File: src/rtl/arb_pkg.sv
// Shared definitions for the round-robin grant arbiter.
//   arb_state_t : FSM encoding (IDLE, GRANT, GAP)
//   idw()       : index width helper, never returns 0 so N=1 style corners stay legal
package arb_pkg;

  typedef enum logic [1:0] {
    IDLE,
    GRANT,
    GAP
  } arb_state_t;

  function automatic int idw(input int n);
    return (n > 1) ? $clog2(n) : 1;
  endfunction

endpackage

File: src/rtl/rr_grant_fsm_if.sv
// Requester-side bundle of the round-robin arbiter.
//   req      : level request per requester (driven by master)
//   grant    : registered one-hot grant
//   grant_id : index of current owner, valid while busy
//   busy     : arbiter is in GRANT
//   preempt  : one-cycle pulse when the owner was force-released by timeout
interface rr_grant_fsm_if
  import arb_pkg::*;
#(
  parameter int unsigned N = 4
);

  localparam int unsigned IdW = idw(N);

  logic [N-1:0]   req;
  logic [N-1:0]   grant;
  logic [IdW-1:0] grant_id;
  logic           busy;
  logic           preempt;

  modport master (
    output req,
    input  grant,
    input  grant_id,
    input  busy,
    input  preempt
  );

  modport slave (
    input  req,
    output grant,
    output grant_id,
    output busy,
    output preempt
  );

endinterface

File: src/rtl/rr_pick.sv
// Combinational rotate-priority picker.
//   req     : request vector
//   last_id : index of the previous winner; scanning starts at last_id+1
//   any     : at least one request set
//   win_id  : first set request found in rotated order
module rr_pick
  import arb_pkg::*;
#(
  parameter int unsigned N   = 4,
  localparam int unsigned IdW = idw(N)
) (
  input  logic [N-1:0]   req,
  input  logic [IdW-1:0] last_id,
  output logic           any,
  output logic [IdW-1:0] win_id
);

  logic [31:0] idx;

  always_comb begin
    any    = 1'b0;
    win_id = '0;
    idx    = '0;
    for (int unsigned i = 0; i < N; i++) begin
      // last_id <= N-1, so one conditional subtract keeps idx inside 0..N-1.
      idx = 32'(last_id) + 32'd1 + i;
      if (idx >= N) idx = idx - N;
      if (!any && req[idx[IdW-1:0]]) begin
        any    = 1'b1;
        win_id = idx[IdW-1:0];
      end
    end
  end

endmodule

File: src/rtl/rr_grant_fsm.sv
// Round-robin arbiter for one single-owner resource shared by N requesters.
// The owner keeps the grant while its req stays high; if others are waiting it is
// force-released after MAX_HOLD grant cycles. Every ownership change passes through
// a one-cycle GAP followed by IDLE, where the next winner is picked.
//   clk     : rising-edge clock
//   areset  : asynchronous active-high reset
//   arb     : requester bundle (req in; grant, grant_id, busy, preempt out)
module rr_grant_fsm
  import arb_pkg::*;
#(
  parameter int unsigned N        = 4,
  parameter int unsigned MAX_HOLD = 8
) (
  input  logic           clk,
  input  logic           areset,
  rr_grant_fsm_if.slave  arb
);

  localparam int unsigned IdW   = idw(N);
  localparam int unsigned HoldW = idw(MAX_HOLD);
  localparam logic [HoldW-1:0] HoldMax = HoldW'(MAX_HOLD - 1);

  arb_state_t       state_q, state_d;
  logic [N-1:0]     grant_q, grant_d;
  logic [IdW-1:0]   grant_id_q, grant_id_d;
  logic [IdW-1:0]   last_id_q, last_id_d;
  logic [HoldW-1:0] hold_cnt_q, hold_cnt_d;
  logic             busy_q, busy_d;
  logic             preempt_q, preempt_d;

  logic           pick_any;
  logic [IdW-1:0] pick_id;
  logic           owner_req;
  logic           contended;
  logic           timeout;

  rr_pick #(
    .N (N)
  ) u_pick (
    .req     (arb.req),
    .last_id (last_id_q),
    .any     (pick_any),
    .win_id  (pick_id)
  );

  assign owner_req = arb.req[grant_id_q];
  assign contended = |(arb.req & ~grant_q);
  assign timeout   = (hold_cnt_q == HoldMax) && contended;

  always_comb begin
    state_d    = state_q;
    grant_d    = grant_q;
    grant_id_d = grant_id_q;
    last_id_d  = last_id_q;
    hold_cnt_d = hold_cnt_q;
    preempt_d  = 1'b0;

    unique case (state_q)
      IDLE: begin
        if (pick_any) begin
          state_d          = GRANT;
          grant_d          = '0;
          grant_d[pick_id] = 1'b1;
          grant_id_d       = pick_id;
          last_id_d        = pick_id;
          hold_cnt_d       = '0;
        end
      end
      GRANT: begin
        if (hold_cnt_q != HoldMax) hold_cnt_d = hold_cnt_q + HoldW'(1);
        // Release has priority over timeout: a voluntary drop is never a preempt.
        if (!owner_req) begin
          state_d = GAP;
          grant_d = '0;
        end else if (timeout) begin
          state_d   = GAP;
          grant_d   = '0;
          preempt_d = 1'b1;
        end
      end
      GAP: begin
        state_d = IDLE;
        grant_d = '0;
      end
      default: begin
        state_d = IDLE;
        grant_d = '0;
      end
    endcase

    busy_d = (state_d == GRANT);
  end

  always_ff @(posedge clk or posedge areset) begin
    if (areset) begin
      state_q    <= IDLE;
      grant_q    <= '0;
      grant_id_q <= '0;
      last_id_q  <= IdW'(N - 1);
      hold_cnt_q <= '0;
      busy_q     <= 1'b0;
      preempt_q  <= 1'b0;
    end else begin
      state_q    <= state_d;
      grant_q    <= grant_d;
      grant_id_q <= grant_id_d;
      last_id_q  <= last_id_d;
      hold_cnt_q <= hold_cnt_d;
      busy_q     <= busy_d;
      preempt_q  <= preempt_d;
    end
  end

  assign arb.grant    = grant_q;
  assign arb.grant_id = grant_id_q;
  assign arb.busy     = busy_q;
  assign arb.preempt  = preempt_q;

  a_grant_onehot: assert property (@(posedge clk) disable iff (areset)
    $onehot0(grant_q));
  a_busy_matches: assert property (@(posedge clk) disable iff (areset)
    busy_q == (grant_q != '0));
  a_preempt_gap: assert property (@(posedge clk) disable iff (areset)
    preempt_q |-> (state_q == GAP));

endmodule

File: src/flat_wrapper.sv
// flat-port wrapper written by rule: the top's interface ports become plain ports
module rr_grant_fsm_flat import arb_pkg::*;
#(
  parameter int unsigned N        = 4,
  parameter int unsigned MAX_HOLD = 8
)
  (clk, areset, arb_req, arb_grant, arb_grant_id, arb_busy, arb_preempt);
  rr_grant_fsm_if #(.N(N)) arb_i ();
  input  logic clk;
  input  logic areset;
  input wire logic [$bits(arb_i.req)-1:0] arb_req;
  output wire logic [$bits(arb_i.grant)-1:0] arb_grant;
  output wire logic [$bits(arb_i.grant_id)-1:0] arb_grant_id;
  output wire logic [$bits(arb_i.busy)-1:0] arb_busy;
  output wire logic [$bits(arb_i.preempt)-1:0] arb_preempt;
  assign arb_i.req = arb_req;
  assign arb_grant = arb_i.grant;
  assign arb_grant_id = arb_i.grant_id;
  assign arb_busy = arb_i.busy;
  assign arb_preempt = arb_i.preempt;
  rr_grant_fsm #(.N(N), .MAX_HOLD(MAX_HOLD)) u_core (.clk(clk), .areset(areset), .arb(arb_i));
endmodule
File: config.mk
export PLATFORM = sky130hd
export DESIGN_NAME = rr_grant_fsm_flat
export DESIGN_NICKNAME = d
export VERILOG_FILES = /design/src/rtl/arb_pkg.sv /design/src/rtl/rr_grant_fsm_if.sv /design/src/rtl/rr_pick.sv /design/src/rtl/rr_grant_fsm.sv /design/src/flat_wrapper.sv
export SDC_FILE = /design/constraint.sdc
export NUM_CORES = 1
export LEC_CHECK = 0
export CAP_MARGIN = 20
export CORE_AREA = 2 2 55 57
export DETAILED_ROUTE_END_ITERATION = 6
export DIE_AREA = 0 0 57 59
export PLACE_DENSITY_LB_ADDON = 0.25
export RECOVER_POWER = 50
export SLEW_MARGIN = 20
export SYNTH_ARGS = -nofsm -noshare
export SYNTH_HDL_FRONTEND = slang
export SYNTH_HIERARCHICAL = 1
export SYNTH_SLANG_ARGS = --single-unit
export TNS_END_PERCENT = 30
File: constraint.sdc
create_clock -name clk -period 4.35 [get_ports clk]
set_input_delay 0.6525 -clock clk [delete_from_list [all_inputs] [get_ports clk]]
set_output_delay 0.6525 -clock clk [all_outputs]
set_load 0.02 [all_outputs]
==> flow_metrics.py <==
metrics = {
    "final_layout": {
        "multi_input_area_um2": 397,
        "layout.nets": 110,
        "syn_to_final_growth_pct": 21.4,
        "antenna_cells": 0,
        "drive_above_1_share": 0.109,
        "seqCellArea_um2": 378,
        "n_fill_cell": 297,
    },
    "critical_path": {
        "required_ns": 4.53,
        "crit_arrival_ns": 2.52,
        "reg2reg_to": "u_core/arb.grant[2]$_DFFE_PP0P_",
        "r2r_setup_slack_ns": 2.63,
        "worstSetupStartpointType": "input port",
        "r2r-start": "u_core/arb.grant[1]$_DFFE_PP0P_",
        "crit_path_end_kind": "register",
        "cp_max_fo": 6,
        "worst_r2r_path_depth": 4,
        "critPathKind": "in2reg",
    },
    "timing": {
        "min_period_over_period": 0.538,
        "finalSetupTns_ns": 0,
        "final-setup-viol-count": 0,
        "period_minus_slack_ns": 2.34,
        "fin_skew_ns": 0.00289,
        "tightest_slew_ns": 0.814,
        "max_freq_ghz": 0.427,
        "hold_viol": 0,
        "maxSlewViolCount": 0,
        "setup_slack_ns": 2.01,
        "rsz0062_at_grt": "false",
        "max-slew-margin-rel": 0.450,
    },
    "routing": {
        "firstDrtPassIters": 4,
        "vias": 660,
        "ant_nets": 0,
        "wirelength_mm": 1.67,
        "via_per_inst": 5.00,
        "detail_route.wl_per_cell_um": 12.6,
        "drtIter0Drc": 11,
        "drc": 0,
    },
    "min_path": {
        "min_path_cells": 2,
        "hold_end": "u_core/hold_cnt_q[1]$_DFFE_PP0P_",
        "min_from": "u_core/hold_cnt_q[1]$_DFFE_PP0P_",
        "hp-class": "reg2reg",
    },
    "synth": {
        "postSynthCellCount": 84,
        "synth_seq_cells": 15,
        "synth_edf_count": 0,
        "synthTopCellsByCount": "dfrtp_1 (13), nand2_1 (13), inv_1 (8), nor2b_1 (5), o21ai_0 (5)",
        "synth-async-reset-ratio": 1.00,
        "synthesis.nets": 92,
        "synthFlopType": "dfrtp_1",
        "syn_area_um2": 823,
        "synth.area.top_cells": "dfrtp_1 (40%), dfstp_2 (6.4%), nand2_1 (5.9%), nor2b_1 (3.8%), mux2i_1 (3.6%)",
        "synth_area_per_cell_um2": 9.80,
        "synth_area_leader_cell": "dfrtp_1",
        "synthDistinctLibCells": 27,
        "synth_top_area_share": 0.395,
        "yosysWarnings": 6,
        "seq_area_frac_synth": 0.459,
    },
    "clocking": {
        "numCtsBuffers": 3,
        "clk_latency_ns": 0.27,
        "post-cts-setup-buffers": 0,
        "cts_hold_buf": 0,
        "clk_pin_slew_ns": 0.09,
        "cts_resized": 0,
        "cts.sinks": 15,
        "htreeDepth": 1,
        "cts_root_buf": "clkbuf_4",
        "cts_tree": "yes",
        "clk_path_buf_depth": 2,
    },
    "grt": {
        "gr-usage-all-layers": 0.107,
        "grt_pass1_vias": 622,
        "grt_overflow": 0,
        "antenna_found_initial": 0,
        "grt_max_degree": 16,
        "grt_pass1_wl_mm": 2.79,
    },
    "power_and_ir_drop": {
        "power.density_nw_per_um2": 688,
        "peakVddDrop_mv": 0.306,
        "swShare": 0.420,
        "power.switching_mw": 0.289,
        "power_frac_clock": 0.114,
        "leakage_nw": 0.438,
        "seqPwrFrac": 0.403,
        "power_frac_comb": 0.483,
        "intPower_mw": 0.399,
    },
    "floorplan": {
        "die_h_um": 59,
        "dieArea_um2": 3360,
        "ios": 14,
        "initial_utilization": 0.304,
        "coreArea_um2": 2710,
        "rows": 19,
        "die_w_um": 57,
    },
    "placed_design": {
        "dp_hpwl_mm": 1.30,
        "routabilityCongestion": 0.767,
        "dp_slack_ns": 2.07,
        "port_buffers": 13,
    },
    "run": {
        "maxCapViolations": 0,
    },
    "run_status": {
        "status": "finished, final reports clean",
    },
}
## metal layers
metal	GRT usage	up-vias	share of wire
met1	0.144	312	0.49
li1	-	337	-
met2	0.176	9	0.47
met3	0.0153	2	0.028
met4	0.0399	0	0.0084
met5	0	-	0
## how the worst max path moves through the flow
stage	end	startpoint	depth (start not counted)	slack, ns
after detailed placement	u_core/arb.grant[2]$_DFFE_PP0P_	arb_req[1]	5	2.07
after CTS	arb_grant_id[1]	u_core/arb.grant_id[1]$_DFFE_PP0P_	1	2.34
after global placement	u_core/arb.grant[2]$_DFFE_PP0P_	arb_req[1]	5	2.07
after global routing	u_core/arb.grant[2]$_DFFE_PP0P_	arb_req[1]	5	1.95
after floorplan	u_core/arb.grant[0]$_DFFE_PP0P_	arb_req[1]	4	2.79
final	u_core/arb.grant[2]$_DFFE_PP0P_	arb_req[1]	5	2.01
## cells by family (layout without fill, tap and decap cells)
family                   count (synthesis)  after routing  share of synthesized area
buffers and inverters                    8             25                     0.0365
multiplexers                             3              3                     0.0365
flip-flops                              15             15                      0.459
AND/OR/NAND/NOR                         32             32                      0.195
AO/OA/AOI/OAI                           24             24                      0.243
adder cells (fa/ha/maj)                  2              2                     0.0304
## worst max-delay path, stage by stage
cell and delay [ns]:
clkdlybuf4s50_1 0.51, nor2b_1 0.19, o41ai_1 0.77, a21oi_2 0.21, o32ai_1 0.18
## layout make-up
type | instances | share of cell area
well taps | 31 | 0.0388
repair buffers | 13 | 0.130
clock buffers | 4 | 0.0263
inverters | 8 | 0.0300
multi-input cells | 61 | 0.397
flip-flops and latches | 15 | 0.378
## through the flow
| step | power (mW) | std cells | utilization | cell area (um^2) | hold slack (ns) |
|---|---|---|---|---|---|
| floorplan | 0.499 | 84 | - | 823 | 0.475 |
| global placement | 0.620 | 128 | 0.366 | 992 | 0.495 |
| detailed placement | 0.621 | 128 | 0.366 | 992 | 0.515 |
| CTS | 0.703 | 132 | 0.376 | 1020 | 0.535 |
| global route | 0.750 | 132 | 0.369 | 1000 | 0.562 |
| finish | 0.688 | 132 | 0.369 | 1000 | 0.529 |
## cell usage in the layout (no fill, tap or decap), drive strengths merged
cell and n:
dfstp 2, mux2i 3, dfrtp 13, or3b 1, o221ai 1, a311oi 1, nand3b 1, and2b 1
o41ai 1, a21oi 5, o21bai 1, nor3 2, clkdlybuf4s50 11, inv 8, o32ai 2, a22oi 2
nand2 13, o22ai 1, ha 2, a31oi 1, o21ai 7, and3 1, a21o 2, dlygate4sd3 2
nand2b 4, nor2 4, nor2b 5, clkbuf 4
## registers in the layout, indices dropped and copies added, names as in the netlist
signal,flops
u_core/last_id_q,2
u_core/arb.grant,4
u_core/arb.busy,1
u_core/arb.preempt,1
u_core/state_q,2
u_core/hold_cnt_q,3
u_core/arb.grant_id,2
## power by group through the flow
| stage | registers (mW) | clock network (mW) | logic, mW |
|---|---|---|---|
| 5_1_grt | 0.288 | 0.0898 | 0.372 |
| 2_1_floorplan | 0.300 | 0 | 0.199 |
| 4_1_cts | 0.278 | 0.0834 | 0.342 |
| 6_report | 0.277 | 0.0784 | 0.332 |
| 3_3_place_gp | 0.282 | 0 | 0.338 |
| 3_5_place_dp | 0.281 | 0 | 0.340 |
Note: power is estimated with default switching activity, not from simulation.
